**src/rtl/wb_serial_pkg.sv**
```systemverilog
// Shared types, command/response codes and response helpers for the
// byte-stream driven Wishbone master.
package wb_serial_pkg;

    typedef enum logic [2:0] {
        IDLE = 3'd0,
        ADDR = 3'd1,
        DATA = 3'd2,
        BUS  = 3'd3,
        RESP = 3'd4
    } state_t;

    localparam logic [7:0] CMD_WR  = 8'h57;
    localparam logic [7:0] CMD_RD  = 8'h52;
    localparam logic [7:0] RSP_ACK = 8'h06;
    localparam logic [7:0] RSP_NAK = 8'h15;
    localparam logic [3:0] SEL_ALL = 4'hF;

    // Response bytes are left-aligned: the first byte to send sits in [39:32].
    function automatic logic [39:0] build_rsp(input logic ok, input logic we,
                                              input logic [31:0] rdata);
        logic [39:0] rsp;
        if (!ok) begin
            rsp = {RSP_NAK, 32'h0000_0000};
        end else if (we) begin
            rsp = {RSP_ACK, 32'h0000_0000};
        end else begin
            rsp = {RSP_ACK, rdata};
        end
        return rsp;
    endfunction

    function automatic logic [2:0] rsp_len(input logic ok, input logic we);
        logic [2:0] len;
        if (ok && !we) begin
            len = 3'd5;
        end else begin
            len = 3'd1;
        end
        return len;
    endfunction

endpackage

```
**src/rtl/wb_serial_if.sv**
```systemverilog
// Wishbone bus signals between the serial master and the interconnect slot.
interface wb_serial_if;
    logic [31:0] wb_adr_o;
    logic [31:0] wb_dat_o;
    logic [31:0] wb_dat_i;
    logic [3:0]  wb_sel_o;
    logic        wb_we_o;
    logic        wb_cyc_o;
    logic        wb_stb_o;
    logic        wb_ack_i;
    logic        wb_err_i;
    logic        wb_rty_i;

    modport master (
        output wb_adr_o, wb_dat_o, wb_sel_o, wb_we_o, wb_cyc_o, wb_stb_o,
        input  wb_dat_i, wb_ack_i, wb_err_i, wb_rty_i
    );

    modport slave (
        input  wb_adr_o, wb_dat_o, wb_sel_o, wb_we_o, wb_cyc_o, wb_stb_o,
        output wb_dat_i, wb_ack_i, wb_err_i, wb_rty_i
    );
endinterface

```
**src/rtl/wb_serial_timeout.sv**
```systemverilog
// Reloadable down-counter: expired is high on the TIMEOUT-th enabled cycle
// after the last clear.
module wb_serial_timeout #(
    parameter int unsigned TIMEOUT = 1024
) (
    input  logic clk,
    input  logic rst_n,
    input  logic clear,
    input  logic en,
    output logic expired
);
    localparam int unsigned WIDTH = $clog2(TIMEOUT);
    localparam logic [WIDTH-1:0] LOAD_VAL = WIDTH'(TIMEOUT - 1);

    logic [WIDTH-1:0] count_r;

    // Count down while enabled, saturating at zero; clear reloads.
    always_ff @(posedge clk or negedge rst_n) begin
        if (!rst_n) begin
            count_r <= LOAD_VAL;
        end else if (clear) begin
            count_r <= LOAD_VAL;
        end else if (en && (count_r != {WIDTH{1'b0}})) begin
            count_r <= count_r - WIDTH'(1);
        end else begin
            count_r <= count_r;
        end
    end

    assign expired = en && (count_r == {WIDTH{1'b0}});

endmodule

```
**src/rtl/wb_serial_master.sv**
```systemverilog
// Framed byte-stream to single-cycle 32-bit Wishbone initiator with byte
// responses (ACK + read data, or NAK on error/retry/timeout).
module wb_serial_master
    import wb_serial_pkg::*;
#(
    parameter int unsigned bus_timeout = 1024,
    parameter int unsigned rx_timeout  = 500000
) (
    input  logic        clk,
    input  logic        reset_n,
    input  logic [7:0]  rx_data,
    input  logic        rx_stb,
    output logic [7:0]  tx_data,
    output logic        tx_stb,
    input  logic        tx_busy,
    output logic        busy,
    wb_serial_if.master wb
);
    state_t      state_r, state_s;
    logic        we_flag_r;
    logic [1:0]  byte_cnt_r;
    logic [31:0] adr_sh_r;
    logic [23:0] dat_sh_r;
    logic [31:0] wb_adr_r, wb_dat_r;
    logic [3:0]  wb_sel_r;
    logic        wb_cyc_r, wb_stb_r, wb_we_r;
    logic [39:0] rsp_r;
    logic [2:0]  rsp_cnt_r;
    logic [7:0]  tx_data_r;
    logic        tx_stb_r, busy_r;

    logic in_frame_s, rx_exp_s, bus_exp_s, bus_done_s, bus_ok_s, tx_fire_s;

    assign in_frame_s = (state_r == ADDR) || (state_r == DATA);
    assign bus_done_s = wb.wb_ack_i || wb.wb_err_i || wb.wb_rty_i || bus_exp_s;
    assign bus_ok_s   = wb.wb_ack_i && !wb.wb_err_i && !wb.wb_rty_i;
    // The cycle after a strobe is a guard cycle so the transmitter can raise tx_busy.
    assign tx_fire_s  = (state_r == RESP) && !tx_busy && !tx_stb_r && (rsp_cnt_r != 3'd0);

    wb_serial_timeout #(.TIMEOUT(rx_timeout)) u_rx_timer (
        .clk     (clk),
        .rst_n   (reset_n),
        .clear   (rx_stb || !in_frame_s),
        .en      (in_frame_s && !rx_stb),
        .expired (rx_exp_s)
    );

    wb_serial_timeout #(.TIMEOUT(bus_timeout)) u_bus_timer (
        .clk     (clk),
        .rst_n   (reset_n),
        .clear   (state_r != BUS),
        .en      (state_r == BUS),
        .expired (bus_exp_s)
    );

    // State register.
    always_ff @(posedge clk or negedge reset_n) begin
        if (!reset_n) begin
            state_r <= IDLE;
        end else begin
            state_r <= state_s;
        end
    end

    // Next-state decode; a received byte always wins over an rx timeout.
    always_comb begin
        state_s = state_r;
        case (state_r)
            IDLE: begin
                if (rx_stb && ((rx_data == CMD_WR) || (rx_data == CMD_RD))) begin
                    state_s = ADDR;
                end else begin
                    state_s = IDLE;
                end
            end
            ADDR: begin
                if (rx_stb) begin
                    if (byte_cnt_r == 2'd3) begin
                        state_s = we_flag_r ? DATA : BUS;
                    end else begin
                        state_s = ADDR;
                    end
                end else if (rx_exp_s) begin
                    state_s = IDLE;
                end else begin
                    state_s = ADDR;
                end
            end
            DATA: begin
                if (rx_stb) begin
                    state_s = (byte_cnt_r == 2'd3) ? BUS : DATA;
                end else if (rx_exp_s) begin
                    state_s = IDLE;
                end else begin
                    state_s = DATA;
                end
            end
            BUS: begin
                if (bus_done_s) begin
                    state_s = RESP;
                end else begin
                    state_s = BUS;
                end
            end
            RESP: begin
                if (rsp_cnt_r == 3'd0) begin
                    state_s = IDLE;
                end else if (tx_fire_s && (rsp_cnt_r == 3'd1)) begin
                    state_s = IDLE;
                end else begin
                    state_s = RESP;
                end
            end
            default: state_s = IDLE;
        endcase
    end

    // Frame capture, registered bus controls and response byte emission.
    always_ff @(posedge clk or negedge reset_n) begin
        if (!reset_n) begin
            we_flag_r  <= 1'b0;
            byte_cnt_r <= 2'd0;
            adr_sh_r   <= 32'h0000_0000;
            dat_sh_r   <= 24'h00_0000;
            wb_adr_r   <= 32'h0000_0000;
            wb_dat_r   <= 32'h0000_0000;
            wb_sel_r   <= 4'h0;
            wb_cyc_r   <= 1'b0;
            wb_stb_r   <= 1'b0;
            wb_we_r    <= 1'b0;
            rsp_r      <= 40'h00_0000_0000;
            rsp_cnt_r  <= 3'd0;
            tx_data_r  <= 8'h00;
            tx_stb_r   <= 1'b0;
            busy_r     <= 1'b0;
        end else begin
            tx_stb_r <= tx_fire_s;
            busy_r   <= (state_s != IDLE);
            wb_cyc_r <= (state_s == BUS);
            wb_stb_r <= (state_s == BUS);
            wb_we_r  <= (state_s == BUS) && we_flag_r;
            wb_sel_r <= (state_s == BUS) ? SEL_ALL : 4'h0;
            case (state_r)
                IDLE: begin
                    byte_cnt_r <= 2'd0;
                    if (rx_stb && (rx_data == CMD_WR)) begin
                        we_flag_r <= 1'b1;
                    end else if (rx_stb && (rx_data == CMD_RD)) begin
                        we_flag_r <= 1'b0;
                    end
                end
                ADDR: begin
                    if (rx_stb) begin
                        adr_sh_r   <= {adr_sh_r[23:0], rx_data};
                        byte_cnt_r <= byte_cnt_r + 2'd1;
                        if ((byte_cnt_r == 2'd3) && !we_flag_r) begin
                            wb_adr_r <= {adr_sh_r[23:0], rx_data};
                        end
                    end
                end
                DATA: begin
                    if (rx_stb) begin
                        dat_sh_r   <= {dat_sh_r[15:0], rx_data};
                        byte_cnt_r <= byte_cnt_r + 2'd1;
                        if (byte_cnt_r == 2'd3) begin
                            wb_adr_r <= adr_sh_r;
                            wb_dat_r <= {dat_sh_r, rx_data};
                        end
                    end
                end
                BUS: begin
                    if (bus_done_s) begin
                        rsp_r     <= build_rsp(bus_ok_s, we_flag_r, wb.wb_dat_i);
                        rsp_cnt_r <= rsp_len(bus_ok_s, we_flag_r);
                    end
                end
                RESP: begin
                    if (tx_fire_s) begin
                        tx_data_r <= rsp_r[39:32];
                        rsp_r     <= {rsp_r[31:0], 8'h00};
                        rsp_cnt_r <= rsp_cnt_r - 3'd1;
                    end
                end
                default: begin
                    byte_cnt_r <= 2'd0;
                end
            endcase
        end
    end

    assign wb.wb_adr_o = wb_adr_r;
    assign wb.wb_dat_o = wb_dat_r;
    assign wb.wb_sel_o = wb_sel_r;
    assign wb.wb_we_o  = wb_we_r;
    assign wb.wb_cyc_o = wb_cyc_r;
    assign wb.wb_stb_o = wb_stb_r;
    assign tx_data     = tx_data_r;
    assign tx_stb      = tx_stb_r;
    assign busy        = busy_r;

endmodule

```
**src/flat_wrapper.sv**
```systemverilog
// flat-port wrapper written by rule: the top's interface ports become plain ports
module wb_serial_master_flat import wb_serial_pkg::*;
#(
    parameter int unsigned bus_timeout = 1024,
    parameter int unsigned rx_timeout  = 500000
)
  (clk, reset_n, rx_data, rx_stb, tx_data, tx_stb, tx_busy, busy, wb_wb_adr_o, wb_wb_dat_o, wb_wb_sel_o, wb_wb_we_o, wb_wb_cyc_o, wb_wb_stb_o, wb_wb_dat_i, wb_wb_ack_i, wb_wb_err_i, wb_wb_rty_i);
  wb_serial_if wb_i ();
  input  logic clk;
  input  logic reset_n;
  input  logic [7:0] rx_data;
  input  logic rx_stb;
  output logic [7:0] tx_data;
  output logic tx_stb;
  input  logic tx_busy;
  output logic busy;
  output wire logic [$bits(wb_i.wb_adr_o)-1:0] wb_wb_adr_o;
  output wire logic [$bits(wb_i.wb_dat_o)-1:0] wb_wb_dat_o;
  output wire logic [$bits(wb_i.wb_sel_o)-1:0] wb_wb_sel_o;
  output wire logic [$bits(wb_i.wb_we_o)-1:0] wb_wb_we_o;
  output wire logic [$bits(wb_i.wb_cyc_o)-1:0] wb_wb_cyc_o;
  output wire logic [$bits(wb_i.wb_stb_o)-1:0] wb_wb_stb_o;
  input wire logic [$bits(wb_i.wb_dat_i)-1:0] wb_wb_dat_i;
  input wire logic [$bits(wb_i.wb_ack_i)-1:0] wb_wb_ack_i;
  input wire logic [$bits(wb_i.wb_err_i)-1:0] wb_wb_err_i;
  input wire logic [$bits(wb_i.wb_rty_i)-1:0] wb_wb_rty_i;
  assign wb_wb_adr_o = wb_i.wb_adr_o;
  assign wb_wb_dat_o = wb_i.wb_dat_o;
  assign wb_wb_sel_o = wb_i.wb_sel_o;
  assign wb_wb_we_o = wb_i.wb_we_o;
  assign wb_wb_cyc_o = wb_i.wb_cyc_o;
  assign wb_wb_stb_o = wb_i.wb_stb_o;
  assign wb_i.wb_dat_i = wb_wb_dat_i;
  assign wb_i.wb_ack_i = wb_wb_ack_i;
  assign wb_i.wb_err_i = wb_wb_err_i;
  assign wb_i.wb_rty_i = wb_wb_rty_i;
  wb_serial_master #(.bus_timeout(bus_timeout), .rx_timeout(rx_timeout)) u_core (.clk(clk), .reset_n(reset_n), .rx_data(rx_data), .rx_stb(rx_stb), .tx_data(tx_data), .tx_stb(tx_stb), .tx_busy(tx_busy), .busy(busy), .wb(wb_i));
endmodule
```
**config.mk**
```make
export PLATFORM = sky130hd
export DESIGN_NAME = wb_serial_master_flat
export DESIGN_NICKNAME = d
export VERILOG_FILES = /design/src/rtl/wb_serial_pkg.sv /design/src/rtl/wb_serial_if.sv /design/src/rtl/wb_serial_timeout.sv /design/src/rtl/wb_serial_master.sv /design/src/flat_wrapper.sv
export SDC_FILE = /design/constraint.sdc
export NUM_CORES = 1
export LEC_CHECK = 0
export CAP_MARGIN = 0
export CORE_MARGIN = 2
export CORE_UTILIZATION = 55
export DETAILED_ROUTE_END_ITERATION = 8
export PLACE_DENSITY = 0.9
export SYNTH_ARGS = -nofsm -noshare
export SYNTH_HDL_FRONTEND = slang
export SYNTH_SLANG_ARGS = --single-unit
```
**constraint.sdc**
```tcl
create_clock -name clk -period 2.3 [get_ports clk]
set_clock_uncertainty 0.1 [all_clocks]
set_input_delay 0.23 -clock clk [delete_from_list [all_inputs] [get_ports clk]]
set_output_delay 0.23 -clock clk [all_outputs]
set_load 0.02 [all_outputs]
```
[Word-level counts from Yosys, hierarchy flattened]
Cells that the tools add are included.
Word-level totals
  bits in latches: 0
  memories kept: 0
  bits in writable memories: 0
  ROM bits: 0
  input bits: 47
  output and inout port bits: 81
  word-level logic and storage cells: 127
  register bits: 214
Operators by class
  equal/unequal tests: 17
  div/mod/pow operators: 0
  $add $sub $neg: 4
  muxes and demuxes: 35
  bitwise operators: 1
  shift operators: 0
  reduce and logical (&&, ||, !) cells: 53
  multipliers: 0
  $lt $le $gt $ge: 0
Operators by type and width (number)
  2-to-1 mux 32 bit: 5
  2-to-1 mux 40 bit: 3
  one-hot mux 40 bit (2 select lines): 1
  one-hot mux 32 bit (2 select lines): 1
  2-to-1 mux 19 bit: 2
  2-to-1 mux 3 bit: 9
  2-to-1 mux 10 bit: 2
  logical NOT 19 bit: 1
  nonzero test 19 bit: 1
  subtractor 19 x 1 -> 19 bit (second input constant): 1
  logical AND 1 bit: 17
  equality test 8 x 7 -> 1 bit (second input constant): 2
  one-hot mux 3 bit (5 select lines): 1
  logical NOT 10 bit: 1
  AND reduction 2 bit: 5
  nonzero test 10 bit: 1
  nonzero test 2 bit: 5
  subtractor 10 x 1 -> 10 bit (second input constant): 1
  equality test 3 x 2 -> 1 bit (second input constant): 3
  != test 2 bit (second input constant): 4
  logical NOT 1 bit: 7
  equality test 3 x 1 -> 1 bit (second input constant): 2
  logical NOT 3 bit: 2
  logical OR 1 bit: 6
  16 further kinds: 27

[Longest topological paths before layout]
  depth after elaboration: 10
  gate-level depth with buffers: 9
  gate-level depth less buffers: 7

[Modules after synthesis]
Synthesis repeated with hierarchy kept, for this count alone.
Second synthesis, totals
  cells, all modules: 763
  area total of the unflattened synthesis: 9210.1 µm²
By module, submodules not included
  wb_serial_master: area an instance 7477.2 µm², times used 1, sequential area each 4529.3 µm², cells each 586
  wb_serial_timeout (u_core.u_rx_timer): area an instance 1107.3 µm², times used 1, sequential area each 489.2 µm², cells each 112
  wb_serial_timeout (u_core.u_bus_timer): area an instance 625.6 µm², times used 1, sequential area each 262.8 µm², cells each 65

[Worst setup path before layout]
No wires, ideal clock.
  path type: reg2reg
  start point: reg u_core.rsp_cnt_r[0]
  end point: reg u_core.rsp_r[32]
  setup time: 126 ps
  buffers on the path: 1
  stages on the path, launching flop included: 8
  path slack: 170 ps
  clock period less this slack: 2130 ps
  arrival: 1904 ps
  data required time: 2074 ps
  path through: dfrtp_1 inv_1 ha_1 ha_1 or4b_1 o21a_1 buf_2 a221o_1
On the way
  longest elaborated chain between the ends: 4
Ends and longest elaborated chain
  start: declaration: RTL line wb_serial_master.sv:28  | logic [2:0] rsp_cnt_r;
  start signal: assignment: RTL line wb_serial_master.sv:174  | rsp_cnt_r <= rsp_len(bus_ok_s, we_flag_r);
  start signal: assignment: RTL line wb_serial_master.sv:181  | rsp_cnt_r <= rsp_cnt_r - 3'd1;
  nonzero test 3 bit: RTL line wb_serial_master.sv:38  | assign tx_fire_s = (state_r == RESP) && !tx_busy && !tx_stb_r && (rsp_cnt_r != 3'd0);
  logical AND 1 bit: RTL line wb_serial_master.sv:38
  != test 2 x 1 -> 1 bit (no line)
  AND reduction 3 bit (no line)
  end signal: assignment: RTL line wb_serial_master.sv:173  | rsp_r <= build_rsp(bus_ok_s, we_flag_r, wb.wb_dat_i);
  end signal: assignment: RTL line wb_serial_master.sv:180  | rsp_r <= {rsp_r[31:0], 8'h00};
  end: declaration: RTL line wb_serial_master.sv:27  | logic [39:0] rsp_r;
Every way passes these cells.
A chain may end at the register's enable or synchronous reset.

[Worst setup path in the final report]
  start point: reg u_core.u_rx_timer.count_r[0]
  end point: reg u_core.busy_r (netlist: u_core.busy)
On the way
  longest elaborated chain between the ends: 6
  elaborated cells on any way between the ends: 8
  those cells by class: mux: 5; reduce/logical: 3
Ends and longest elaborated chain
  start: declaration: RTL line wb_serial_timeout.sv:15  | logic [WIDTH-1:0] count_r;
  start signal: assignment: RTL line wb_serial_timeout.sv:24  | count_r <= count_r - WIDTH'(1);
  start signal: assignment: RTL line wb_serial_timeout.sv:26  | count_r <= count_r;
  logical NOT 19 bit (*): RTL line wb_serial_timeout.sv:30  | assign expired = en && (count_r == {WIDTH{1'b0}});
  logical AND 1 bit (*): RTL line wb_serial_timeout.sv:30
  2-to-1 mux 1 bit or 2-to-1 mux 2 bit (tied branches): RTL line wb_serial_master.sv:83, wb_serial_master.sv:92
  2-to-1 mux 3 bit, on equally long branches: RTL line wb_serial_master.sv:77, wb_serial_master.sv:90
  one-hot mux 3 bit (5 select lines) (*): RTL line wb_serial_master.sv:68  | case (state_r)
  nonzero test 3 bit (*): RTL line wb_serial_master.sv:138  | busy_r <= (state_s != IDLE);
  end signal: assignment: RTL line wb_serial_master.sv:138
  end: declaration: RTL line wb_serial_master.sv:30  | logic tx_stb_r, busy_r;
Mark *: on every way between the ends. The rest lies on a longest branch, timed or not.

==> flow_summary.toml <==
[run_status]
status = "finished, final reports clean"

[power]
swShare = 0.281
comb_power_share = 0.187
ir_drop_mv = 0.505
power.leakage_nw = 5.20
seqPwrFrac = 0.465
pwr-share-clk = 0.349
switching_power_mw = 2.82
intPower_mw = 7.20
powerDensity_mw_per_mm2 = 873

[timing]
relSlewSlack = 0.649
fin_tns_setup_ns = 0
rsz0062_at_grt = "no"
min_period_ns = 2.18
fin_ws_ns = 0.119
post-route-period-util = 0.948
setup_viol = 0
drv_slew = 0
max_freq_ghz = 0.458
worst_slew_pin_slew_ns = 0.526
hold_viol = 0

[routing]
drc = 0
via_per_inst = 5.67
routedWlPerCell_um = 18.2
finalWirelength_mm = 20.8
first_iter_violations = 432
antenna_left = 0
vias = 6478
drt_first_pass_iters = 5

[global_route]
grt-ovfl-total = 0
grt_use_met2 = 0.429
grtUsageMet1 = 0.308
grt_pass1_vias = 6554
grt_max_degree = 65
grt_use_total = 0.240
grt_pass1_wl_mm = 33.9
antenna_found_initial = 0
gr-max-usage-layer = "met2"
use_met3 = 0.0331

[job]
maxCapViolCount = 0

[placed_design]
dp_worst_setup_slack_ns = 0.0286
dpl.hpwl_mm = 13.7
gp_congestion = 0.786
io_buffers = 127

[cts]
cts_tree = "built"
clock_sinks = 210
cts_buffers = 22
clk_path_buf_depth = 3
clkLatencyLatePin_ns = 0.51
clk_pin_slew_ns = 0.06
h-tree-depth = 1
cts_setup_buffers = 0
root_buffer = "clkbuf_16"

[yosys]
synth_async_sr_flop_share = 1.00
synth_edf_count = 0
yosys_warnings = 0
ys_seq_area_frac = 0.586
avgSynthCellArea_um2 = 11.8
synthesis.area_mm2 = 0.00901
syn_inst = 764
syn-num-nets = 819
yosys_register_bits = 210
synthFlopType = "dfrtp_1"
yosysUniqueCellTypes = 62

[setup_path]
startpoint = "u_core.u_rx_timer.count_r[0]"
critical_path_class = "reg2reg"
worst_setup_path_start_kind = "flop"
arrival_ns = 2.46
end_kind = "flop"
critPathMaxFanout = 4
required_ns = 2.57
reg2reg_from = "u_core.u_rx_timer.count_r[0]"

[floorplanning]
core_mm2 = 0.0159
rows = 46
ios = 128
die_area_mm2 = 0.0174
start_util = 0.565
die_w_um = 132
die_h_um = 132

[finish]
drive_gt1_frac = 0.214
diodes = 0
fin_nets = 966
fill_cells = 1052
area_growth_pct = 27.3
layout_commonest_cell = "dfrtp_1"
final_cell_mix = "dfrtp_1 (189), nand2_1 (142), clkdlybuf4s50_1 (126)"

[hold_path]
hp-class = "in2async"
## cell usage after synthesis, drive strengths merged (3+ instances only)
cell / instances / area, um^2
nor3: 6 / 35.0
nand3: 19 / 100
nand3b: 3 / 22.5
dfrtp: 189 / 4730
dfstp: 21 / 552
o21ai: 37 / 185
a22oi: 26 / 195
xnor2: 5 / 43.8
or3: 3 / 18.8
nand2b: 6 / 37.5
o31ai: 5 / 37.5
nand4b: 5 / 43.8
nand4: 10 / 68.8
xor2: 15 / 131
ha: 8 / 100
nor2b: 3 / 18.8
a21oi: 5 / 25.0
nor4: 8 / 65.1
clkbuf: 13 / 58.8
a22o: 4 / 35.0
buf: 28 / 158
mux2i: 33 / 330
o22ai: 3 / 18.8
inv: 17 / 63.8
nor2: 29 / 121
a211o: 3 / 26.3
nand2: 142 / 533
mux2: 88 / 991
## logic make-up (layout without fill, tap and decap cells)
logic type      count (synthesis)  count (layout)  synth area share
xor+xnor                       20              20            0.0194
flops                         210             210             0.586
compound gates                 98              98            0.0728
simple gates                  248             248             0.132
buf+inv                        58             221            0.0311
mux                           121             121             0.147
fa+ha+maj                       9               9            0.0122
## registers in the layout, indices dropped and copies added, names as in the netlist, 2 cells and up
signal and count:
u_core.rsp_r 40, u_core.state_r 3, u_core.byte_cnt_r 2, u_core.u_bus_timer.count_r 10
u_core.u_rx_timer.count_r 19, u_core.tx_data 8, u_core.rsp_cnt_r 3, u_core.adr_sh_r 32
u_core.wb.wb_adr_o 32, u_core.dat_sh_r 24, u_core.wb.wb_dat_o 32
## layout make-up
type	instances	area, um^2	share of cell area
Clock buffer	32	638	0.0556
Clock inverter	8	76.3	0.00665
Inverter	17	63.8	0.00556
Multi-Input combinational cell	496	3460	0.302
Sequential cell	210	5280	0.460
Tap cell	216	270	0.0236
Timing Repair Buffer	164	1680	0.146
## final timing paths
check                                                     end  slack, ns  cells after the start
worst max register to register                    u_core.busy       0.12                      8
worst min register to register               u_core.rsp_r[17]       0.37                      2
worst min-delay path                   u_core.wb.wb_adr_o[21]       0.17                      2
max in group asynchronous       u_core.u_bus_timer.count_r[0]       1.19                      3
min in group clk                              u_core.rsp_r[2]       0.17                      3
worst max-delay path                              u_core.busy       0.12                      8
## through the flow
step                cell area (um^2)  total power [mW]  hold WS (ns)  instances   util
floorplan                       9010              5.80        -0.166        764      -
global placement               10700              6.39         0.158       1102  0.674
detailed placement             10700              6.52         0.153       1102  0.674
CTS                            11500              10.1         0.157       1143  0.719
global route                   11500              10.4         0.194       1143  0.720
finish                         11500              10.0         0.165       1143  0.720
## timing repair
item | 4_1_cts | 5_1_grt
endpoints found under the hold margin | 56 | 0
setup endpoints to repair | 0 | 34
hold buffers | 1 | 0
gates resized for setup | 0 | 3
## power by group through the flow
stage	clock network, mW	registers [mW]	logic, mW
5_1_grt	3.67	4.71	2.04
6_report	3.49	4.66	1.87
2_1_floorplan	0	4.56	1.24
4_1_cts	3.54	4.64	1.88
3_5_place_dp	0	4.68	1.84
3_3_place_gp	0	4.64	1.75
## worst max-delay path, stage by stage, from the launching register on
cell and delay (ns):
dfstp_2 0.38, inv_1 0.10, ha_1 0.16, nor4b_1 0.24
buf_4 0.18, nand4_2 0.16, o31ai_1 0.30, and4_2 0.32
nand3_1 0.11
## layer usage
metal / up-vias / part of all wire
li1: 2962 / -
met1: 3282 / 0.41
met2: 197 / 0.52
met3: 37 / 0.048
met4: 0 / 0.021
met5: - / 0
No activity file was read; power rests on OpenSTA's default activity.
